File: config.mk
export PLATFORM = sky130hd
export DESIGN_NAME = ysyx_bus_sched
export DESIGN_NICKNAME = d
export VERILOG_FILES = /design/src/rtl/ysyx_bus_sched.sv
export SDC_FILE = /design/constraint.sdc
export NUM_CORES = 1
export LEC_CHECK = 0
export ABC_AREA = 1
export BUFFER_PORTS_ARGS = -buffer_cell sky130_fd_sc_hd__buf_2
export CAP_MARGIN = 20
export CORE_MARGIN = 5
export CORE_UTILIZATION = 43
export DETAILED_ROUTE_END_ITERATION = 10
export PLACE_DENSITY_LB_ADDON = 0.3
export SETUP_SLACK_MARGIN = 0.05
export SYNTH_ARGS = -nofsm -noshare
export SYNTH_HDL_FRONTEND = slang
export SYNTH_SLANG_ARGS = --single-unit
File: constraint.sdc
create_clock -name clk -period 2.2 [get_ports clk]
set_clock_uncertainty 0.15 [all_clocks]
set_input_delay 0.22 -clock clk [delete_from_list [all_inputs] [get_ports clk]]
set_output_delay 0.22 -clock clk [all_outputs]
set_load 0.02 [all_outputs]
File: src/rtl/ysyx_bus_sched.sv
// Single-outstanding arbiter from IFU/LSU onto an AXI-lite master port.
// LSU has priority over IFU, except that IFU wins once it has lost STARVE_MAX arbitrations in a row.
module ysyx_bus_sched #(
  parameter int unsigned STARVE_MAX = 4
) (
  input  logic        clk,
  input  logic        rst,
  input  logic        ifu_req,
  input  logic [31:0] ifu_addr,
  output logic        ifu_gnt,
  output logic        ifu_rvalid,
  input  logic        lsu_req,
  input  logic        lsu_we,
  input  logic [31:0] lsu_addr,
  input  logic [31:0] lsu_wdata,
  input  logic [3:0]  lsu_wstrb,
  output logic        lsu_gnt,
  output logic        lsu_done,
  output logic [31:0] rdata,
  output logic [31:0] m_araddr,
  output logic        m_arvalid,
  input  logic        m_arready,
  input  logic [31:0] m_rdata,
  input  logic [1:0]  m_rresp,
  input  logic        m_rvalid,
  output logic [31:0] m_awaddr,
  output logic        m_awvalid,
  input  logic        m_awready,
  output logic [31:0] m_wdata,
  output logic [3:0]  m_wstrb,
  output logic        m_wvalid,
  input  logic        m_wready,
  input  logic [1:0]  m_bresp,
  input  logic        m_bvalid,
  output logic        bus_err
);

  // state | meaning
  // IDLE  | arbitrate, grant in this cycle
  // IF_AR | IFU read address phase
  // IF_R  | IFU read data phase
  // LS_AR | LSU load address phase
  // LS_R  | LSU load data phase
  // LS_W  | LSU store address + data phases (independent handshakes)
  // LS_B  | LSU store response phase
  typedef enum logic [2:0] {IDLE, IF_AR, IF_R, LS_AR, LS_R, LS_W, LS_B} state_t;

  localparam logic [3:0] STARVE_LIM = 4'(STARVE_MAX);

  state_t      state, state_nxt;
  logic [3:0]  starve_cnt;
  logic [31:0] addr_q, wdata_q;
  logic [3:0]  wstrb_q;
  logic        aw_done, w_done;
  logic        pick_ifu, pick_lsu;
  logic        r_fire, b_fire;

  // Gated by rst so grants stay low while reset is asserted.
  always_comb begin
    pick_ifu = 1'b0;
    pick_lsu = 1'b0;
    if (state == IDLE && rst) begin
      if (ifu_req && (!lsu_req || starve_cnt == STARVE_LIM)) pick_ifu = 1'b1;
      else if (lsu_req)                                       pick_lsu = 1'b1;
    end
  end

  always_comb begin
    state_nxt = state;
    case (state)
      IDLE: begin
        if (pick_ifu)      state_nxt = IF_AR;
        else if (pick_lsu) state_nxt = lsu_we ? LS_W : LS_AR;
      end
      IF_AR: if (m_arready) state_nxt = IF_R;
      IF_R:  if (m_rvalid)  state_nxt = IDLE;
      LS_AR: if (m_arready) state_nxt = LS_R;
      LS_R:  if (m_rvalid)  state_nxt = IDLE;
      LS_W:  if ((aw_done || m_awready) && (w_done || m_wready)) state_nxt = LS_B;
      LS_B:  if (m_bvalid)  state_nxt = IDLE;
      default: state_nxt = IDLE;
    endcase
  end

  always_comb begin
    ifu_gnt    = pick_ifu;
    lsu_gnt    = pick_lsu;
    m_arvalid  = (state == IF_AR) || (state == LS_AR);
    m_araddr   = m_arvalid ? addr_q : 32'h0;
    m_awvalid  = (state == LS_W) && !aw_done;
    m_awaddr   = m_awvalid ? addr_q : 32'h0;
    m_wvalid   = (state == LS_W) && !w_done;
    m_wdata    = m_wvalid ? wdata_q : 32'h0;
    m_wstrb    = m_wvalid ? wstrb_q : 4'h0;
    r_fire     = ((state == IF_R) || (state == LS_R)) && m_rvalid;
    b_fire     = (state == LS_B) && m_bvalid;
    ifu_rvalid = (state == IF_R) && m_rvalid;
    lsu_done   = ((state == LS_R) && m_rvalid) || b_fire;
    rdata      = r_fire ? m_rdata : 32'h0;
  end

  always_ff @(posedge clk or negedge rst) begin
    if (!rst) begin
      state      <= IDLE;
      starve_cnt <= 4'd0;
      addr_q     <= 32'h0;
      wdata_q    <= 32'h0;
      wstrb_q    <= 4'h0;
      aw_done    <= 1'b0;
      w_done     <= 1'b0;
      bus_err    <= 1'b0;
    end else begin
      state <= state_nxt;
      if (pick_ifu) begin
        addr_q     <= ifu_addr;
        starve_cnt <= 4'd0;
      end
      if (pick_lsu) begin
        addr_q  <= lsu_addr;
        wdata_q <= lsu_wdata;
        wstrb_q <= lsu_wstrb;
        if (ifu_req && starve_cnt < STARVE_LIM) starve_cnt <= starve_cnt + 4'd1;
      end
      if (state == LS_W) begin
        if (m_awvalid && m_awready) aw_done <= 1'b1;
        if (m_wvalid && m_wready)   w_done  <= 1'b1;
      end else begin
        aw_done <= 1'b0;
        w_done  <= 1'b0;
      end
      if ((r_fire && m_rresp != 2'b00) || (b_fire && m_bresp != 2'b00)) bus_err <= 1'b1;
    end
  end

endmodule
Word-level counts from Yosys, hierarchy flattened
Cells that the tools add are included.
Widths: inputs -> output; s select.
Operators by class
  reduce and logical (&&, ||, !) cells: 30
  muxes and demuxes: 28
  equality and inequality tests: 15
  $lt $le $gt $ge: 1
  add/subtract/negate cells: 1
Operators by type and width (number)
  $mux 32: 6
  $mux 3: 8
  $pmux 3 s6: 1
  $mux 4: 4
  $logic_and 1x1->1: 14
  $eq 3x3->1 const B: 3
  $mux 1: 9
  $ne 2x2->1 const B: 4
  $logic_or 1x1->1: 7
  $eq 3x2->1 const B: 2
  $ne 2x1->1 const B: 3
  $reduce_and 6->1: 1
  $reduce_bool 2->1: 3
  $add 4x1->4 const B: 1
  $eq 4x3->1 const B: 1
  $lt 4x3->1 const B: 1
  $eq 3x1->1 const B: 1
  $logic_not 1->1: 3
  $logic_not 3->1: 1
  $ne 3x3->1 const B: 1
  $reduce_or 2->1: 1
Word-level totals
  input bits: 146
  register bits after elaboration: 78
  output and inout port bits: 140
  word-level logic and storage cells: 83

Depth between registers and ports, before layout
Gate-level depths: netlist (run 1).
  depth after elaboration: 8
  depth in mapped cells: 11
  mapped depth without buffers: 11

Worst setup path before layout (run 1)
OpenSTA, ideal clock, no wires.
  kind: register to output
  from: register state[1]
  to: output port m_wdata[10]
  required time: 1.830 ns
  arrival: 1.754 ns
  path slack: 0.076 ns
  stages on the path, launching flop included: 9
  buffers on the path: 1
  path through: dfrtp_1 inv_1 nand2_1 nor2_1 inv_2 nor2_1 inv_2 clkbuf_1 nor2_1
Between the ends
  word-level cells in the longest chain between the ends: 3
RTL lines
  from (decl): RTL line 50  | state_t state, state_nxt;
  from (signal assigned): RTL line 113  | state <= state_nxt;
  $eq 3x3->1: RTL line 92  | m_wvalid = (state == LS_W) && !w_done;
  $logic_and 1x1->1: RTL line 92
  net m_wvalid: RTL line 31  | output logic m_wvalid,
  $mux 32: RTL line 93  | m_wdata = m_wvalid ? wdata_q : 32'h0;
  to (decl): RTL line 29  | output logic [31:0] m_wdata,
The timed path passes the listed nets, and every way through them passes these cells.

Worst setup path after layout (run 1)
  from: register state[1]
  to: output port m_awaddr[24]
Between the ends
  word-level cells in the longest chain between the ends: 3
RTL lines
  $eq 3x3->1: RTL line 90  | m_awvalid = (state == LS_W) && !aw_done;
  $logic_and 1x1->1: RTL line 90
  $mux 32: RTL line 91  | m_awaddr = m_awvalid ? addr_q : 32'h0;
  to (decl): RTL line 26  | output logic [31:0] m_awaddr,
Every way passes these cells.

==> results of run 1 <==
-- worst max-delay path: cells and delay by family, from the launching register on --
| family | cells | cell delay (ns) |
|---|---|---|
| flops | 1 | 0.47 |
| simple gates | 4 | 0.49 |
| buf+inv | 5 | 0.57 |
-- cells in the final DEF (no fill, tap or decap), drive strengths merged --
master	instances
a21oi	3
nor2	145
ha	2
o21ai	42
buf	310
dlygate4sd3	105
nand4	1
nand2	129
dfrtp	78
clkinv	1
clkinvlp	2
inv	128
diode	2
nand3	75
clkbuf	11
nor3	4
bufinv	2
-- stage by stage --
step                hold WS, ns  std cells  setup TNS (ns)  util, %
floorplan                -0.226        639               0        -
global placement          0.274       1037               0     60.1
detailed placement        0.282       1037               0     60.1
CTS                      0.0212       1157               0     73.5
global route             0.0581       1172           -2.39     81.9
finish                   0.0395       1173         -0.0557     81.9
-- state kept, by name (all words and copies together) (netlist names) --
name	count
wstrb_q	4
bus_err	1
aw_done	1
starve_cnt	4
wdata_q	32
w_done	1
addr_q	32
state	3
-- timing repair --
item | 4_1_cts | 5_1_grt
cloned | 0 | 3
gates resized for setup | 16 | 219
pin swaps | 0 | 2
hold endpoints to repair | 71 | 31
hold buffers | 104 | 1
setup endpoints to repair | 102 | 134
setup buffers | 1 | 9
-- area by class of cell --
cell class                 count  area, µm²  share of cell area (%)
antenna                        2       5.00                  0.0625
clock buffer                  10        128                    1.59
clock inverter                 5       83.8                    1.05
inverter                     127        514                    6.42
multi-input combinational    401       1990                    24.9
sequential                    78       1950                    24.4
tap                          133        166                    2.08
timing repair buffer         416       3150                    39.3
timing repair inverter         1       11.3                   0.141
-- final timing paths --
check / start / endpoint
max: state[1] / m_awaddr[24]
min: m_arready / state[0]
max reg2reg: state[1] / bus_err
min reg2reg: addr_q[18] / addr_q[18]
max in group asynchronous: rst / state[0]
min in group asynchronous: rst / addr_q[6]
-- report_power, final --
group	internal (µW)	switching, µW	total (µW)
sequential	2080	347	2430
clock	638	572	1210
combinational	1430	2550	3980
-- per-layer routing --
metal / up-vias / track usage, % / part of all wire, % / routed length, µm
met1: 2706 / 31.1 / 33 / 7110
met4: 0 / 8.36 / 4.8 / 1020
met5: - / 0 / 0 / 0
met2: 493 / 47.4 / 50 / 10600
li1: 2690 / - / - / -
met3: 105 / 7.11 / 12 / 2650
-- logic make-up (layout without fill, tap and decap cells) --
logic type                 Yosys count  after routing  synth area share (%)
and+or+nand+nor                    354            354                  33.6
other                                0              2                     0
AOI/OAI and AO/OA                   45             45                  5.31
adders and majority gates            2              2                 0.580
buffers and inverters              160            559                  15.3
DFF                                 78             78                  45.2
==> results_dict.tcl, run 1 <==
set metrics [dict create \
    die_x_um 110 \
    setup_viol 2 \
    insertion_delay_ns 0.35 \
    ios 286 \
    yosys_warnings 0 \
    required_ns 1.83 \
    syn_nets 787 \
    place_congestion 0.799 \
    drt-pass1-iter-count 9 \
    cts_num_sinks 78 \
    io_buffers 285 \
    arrival_ns 1.87 \
    min_path_cells 4 \
    reg2reg_slack_ns 0.32 \
    async_reset_ff_share_pct 100 \
    hold_class "in2reg" \
    fin_crit_sh_pct 102 \
    power_density_mw_per_mm2 951 \
    vias 5994 \
    synth_cell_types 22 \
    ys.flop_type "dfrtp_1" \
    path_clk_slew_ns 0.08 \
    crit_path_max_incr_delay_ns 0.47 \
    grt_antenna_before_repair 1 \
    cts_tree "done" \
    ant_nets 0 \
    reg2reg_depth 7 \
    synth_most_common_cell "nor2_1" \
    cp_max_fo 8 \
    grt_use_total_pct 26.6 \
    drv_slew 0 \
    synth_top_area_share_pct 45.2 \
    slew_headroom_pct 68.5 \
    htreeDepth 3 \
    routed_via_density 5.11 \
    crit_type "reg2out" \
    fin_nets 1182 \
    rsz0062_at_grt "true" \
    die_area_mm2 0.0121 \
    crit_path_top_delay_cell "dfrtp_2" \
    netlist_instances 639 \
    stdcell_area_mm2 0.00801 \
    avgSynthCellArea_um2 6.75 \
    placed_area_mm2 0.00588 \
    synth_area_leaders "dfrtp_1 (45%), nor2_1 (13%), nand2_1 (11%), inv_1 (11%), nand3_1 (8.7%)" \
    clockRootBuffer "clkbuf_8" \
    fmax_ghz 0.446 \
    drive_gt1_share_pct 38.7 \
    synth_area_mm2 0.00432 \
    violations "negative setup slack" \
    cp-end-kind "output port" \
    hold_viol 0 \
    outcome "complete, but fails checks" \
    synth_edf_count 0 \
    cp_cell_sequence "inv_2 > nand2_4 > nor2_4 > inv_4 > nor2_4 > inv_4 > buf_6 > nor2_4 > buf_6" \
    startpoint_type "register" \
    fillers 544 \
    initial_utilization_pct 44.2 \
    total_power_uw 7620 \
    ir_worst_vdd_uv 551 \
    drt-total-wl_mm 21.4 \
    seq_area_frac_synth_pct 45.2 \
    wl_per_cell_um 18.2 \
    design.core.area_mm2 0.00977 \
    grt_pass1_vias 5238 \
    power_leakage_uw 0.00433 \
    ys_top_cells_by_count "nor2_1 (144), nand2_1 (127), inv_1 (122)" \
    gr-total-overflow 0 \
    drcViolationCount 0 \
    cts_buffers 9 \
    max_cap_violations 0 \
    crit_path_frequent_cell "nor2_4" \
    area_growth_pct 85.5 \
    dp_hpwl_mm 10.6 \
    drt_iter0_drc 719 \
    worstMarginPinSlew_ns 0.473 \
    dieHeight_um 110 \
    core.rowCount 36 \
    yosys.area.top_type "dfrtp_1" \
    period_needed_ns 2.24 \
    final.setup.worst_slack_ns -0.0421 \
    cts_max_path_buffers 2 \
    grt_first_pass_wirelength_mm 25.3 \
    synth-seq-cells 78 \
    pre_cts_ws_ns 0.180 \
    grt_max_degree 79 \
]
No activity file was read; power rests on OpenSTA's default activity.
==> run 2: changes to the inputs <==
--- a/config.mk
+++ b/config.mk
@@ -11,8 +11,7 @@
 export CORE_MARGIN = 5
 export CORE_UTILIZATION = 43
 export DETAILED_ROUTE_END_ITERATION = 10
-export PLACE_DENSITY_LB_ADDON = 0.3
-export SETUP_SLACK_MARGIN = 0.05
+export PLACE_DENSITY = 0.89
 export SYNTH_ARGS = -nofsm -noshare
 export SYNTH_HDL_FRONTEND = slang
 export SYNTH_SLANG_ARGS = --single-unit
==> run 2 against run 1 <==
  * The flow still finishes with violations (negative setup slack)
  * Cell count barely moved
  * Worst setup slack improved by 0.031 ns
  * Core utilization shrank 4.3 points
  * Combinational power is 9.0% lower
  * Design area shrank 5.3%
  * Sequential power is essentially flat
  * Critical path depth stayed put
  * Register-to-register slack worse by 0.11 ns
  * Global-route usage is 3.7 points higher
  * Via count is 1.6% higher
  * Critical endpoint is now m_awaddr[14]
==> results_dict.tcl, run 2 (synthesis results as in run 1) <==
set metrics [dict create \
    fin_nets 1182 \
    insertion_delay_ns 0.35 \
    drt_iter0_drc 709 \
    area_growth_pct 75.8 \
    grt_pass1_vias 5861 \
    outcome "complete, but fails checks" \
    dieHeight_um 110 \
    place_congestion 0.845 \
    cts_max_path_buffers 2 \
    worstMarginPinSlew_ns 0.386 \
    clockRootBuffer "clkbuf_8" \
    drv_slew 0 \
    power_leakage_uw 0.00433 \
    ios 286 \
    setup_viol 1 \
    final.setup.worst_slack_ns -0.0106 \
    critical_path_buf_inv_count 5 \
    fmax_ghz 0.452 \
    critical-path-top-delay-family "buffers and inverters" \
    final_common_cell "buf_2" \
    vias 6087 \
    gr-total-overflow 0 \
    final_core_util_pct 77.6 \
    ant_nets 0 \
    crit_type "reg2out" \
    htreeDepth 3 \
    cts_buffers 9 \
    pre_cts_ws_ns 0.174 \
    fin_crit_sh_pct 100 \
    cts_tree "done" \
    initial_utilization_pct 44.2 \
    io_buffers 285 \
    cp-end-kind "output port" \
    crit_path_top_delay_cell "dfrtp_2" \
    final_cells 1174 \
    cp_max_fo 16 \
    grt_use_total_pct 30.2 \
    drcViolationCount 0 \
    drt-total-wl_mm 19.9 \
    drive_gt1_share_pct 35.0 \
    startpoint_type "register" \
    grt_first_pass_wirelength_mm 28.4 \
    mostFrequentLayoutCells "buf_2 (246), nor2_1 (126), nand2_1 (125)" \
    power_density_mw_per_mm2 961 \
    required_ns 1.83 \
    max_cap_violations 0 \
    placed_cells 1038 \
    slew_headroom_pct 74.3 \
    reg_top3 "addr_q: 32 flops, wdata_q: 32 flops" \
    core.rowCount 36 \
    die_x_um 110 \
    path_clk_slew_ns 0.08 \
    ir_worst_vdd_uv 652 \
    hold_viol 0 \
    wl_per_cell_um 16.9 \
    design.core.area_mm2 0.00977 \
    hold_class "in2reg" \
    dp_hpwl_mm 11.1 \
    violations "negative setup slack" \
    routed_via_density 5.18 \
    drt-pass1-iter-count 8 \
    cts_num_sinks 78 \
    fillers 581 \
    grt_antenna_before_repair 1 \
    crit_path_max_incr_delay_ns 0.44 \
    rsz0062_at_grt "true" \
    period_needed_ns 2.21 \
    arrival_ns 1.84 \
    setup_tns_ns -0.0106 \
    grt_max_degree 79 \
    die_area_mm2 0.0121 \
    cp_cell_sequence "inv_2 > nand2_2 > nor2_4 > inv_4 > nor2_4 > inv_4 > clkbuf_16 > nor2_1 > buf_4" \
]
==> run 2: cell types whose count changed in the layout (fill, tap and decap cells not counted), moves of 19 or more <==
cell	change
buf_2	+49
buf_4	-23
buf_6	-25
nor2_1	+39
nor2_2	-20
nor2_4	-19
==> run 2: worst register-to-register path, delay by kind of cell, from the launching register on <==
family / cells / cell delay [ns]
buf+inv: 3 / 0.48
flops: 1 / 0.43
simple gates: 6 / 0.85
==> run 2: through the flow <==
step	cell area, µm²	total power (µW)	hold WS, ns
after global placement	5870	5240	0.276
after global routing	7580	7730	0.0710
after floorplan	4320	4350	-0.226
after detailed placement	5870	5350	0.280
final	7580	7290	0.0494
after CTS	7200	6800	0.0216
==> run 2: final cells by class <==
| class | count | area [µm²] | area share [%] |
|---|---|---|---|
| Clock inverter | 3 | 65.1 | 0.858 |
| Timing Repair inverter | 1 | 8.76 | 0.115 |
| Timing Repair Buffer | 416 | 2910 | 38.4 |
| Clock buffer | 13 | 169 | 2.23 |
| Sequential cell | 78 | 1950 | 25.8 |
| Antenna cell | 2 | 5.00 | 0.0660 |
| Multi-Input combinational cell | 401 | 1800 | 23.7 |
| Tap cell | 133 | 166 | 2.19 |
| Inverter | 127 | 507 | 6.68 |
==> run 2: routing by layer <==
layer  track usage, %  vias up  part of all wire (%)
li1                 -     2695                     -
met1             32.7     2742                    33
met2             50.6      522                    48
met3             9.90      128                    12
met4             19.8        0                   6.6
met5                0        -                     0
==> run 2: worst paths after layout <==
check / end / from / slack, ns / depth (start not counted)
setup / recovery: m_awaddr[14] / state[1] / -0.01 / 9
hold / removal: state[0] / m_arready / 0.05 / 4
setup reg to reg: addr_q[19] / state[0] / 0.21 / 9
hold reg to reg: bus_err / bus_err / 0.34 / 2
max in group asynchronous: addr_q[28] / rst / 1.07 / 4
min in group asynchronous: starve_cnt[0] / rst / 0.25 / 3
==> run 2: power breakdown <==
part | total (µW) | switching [µW] | internal, µW
clock | 1260 | 525 | 731
sequential | 2410 | 333 | 2080
combinational | 3620 | 2340 | 1280
==> run 2: repair_timing <==
item,in CTS,in global routing
gates resized for setup,13,83
setup endpoints to repair,81,98
hold endpoints to repair,71,17
pin swaps,0,5
gates cloned,0,3
hold buffers,104,1
setup buffers,3,6
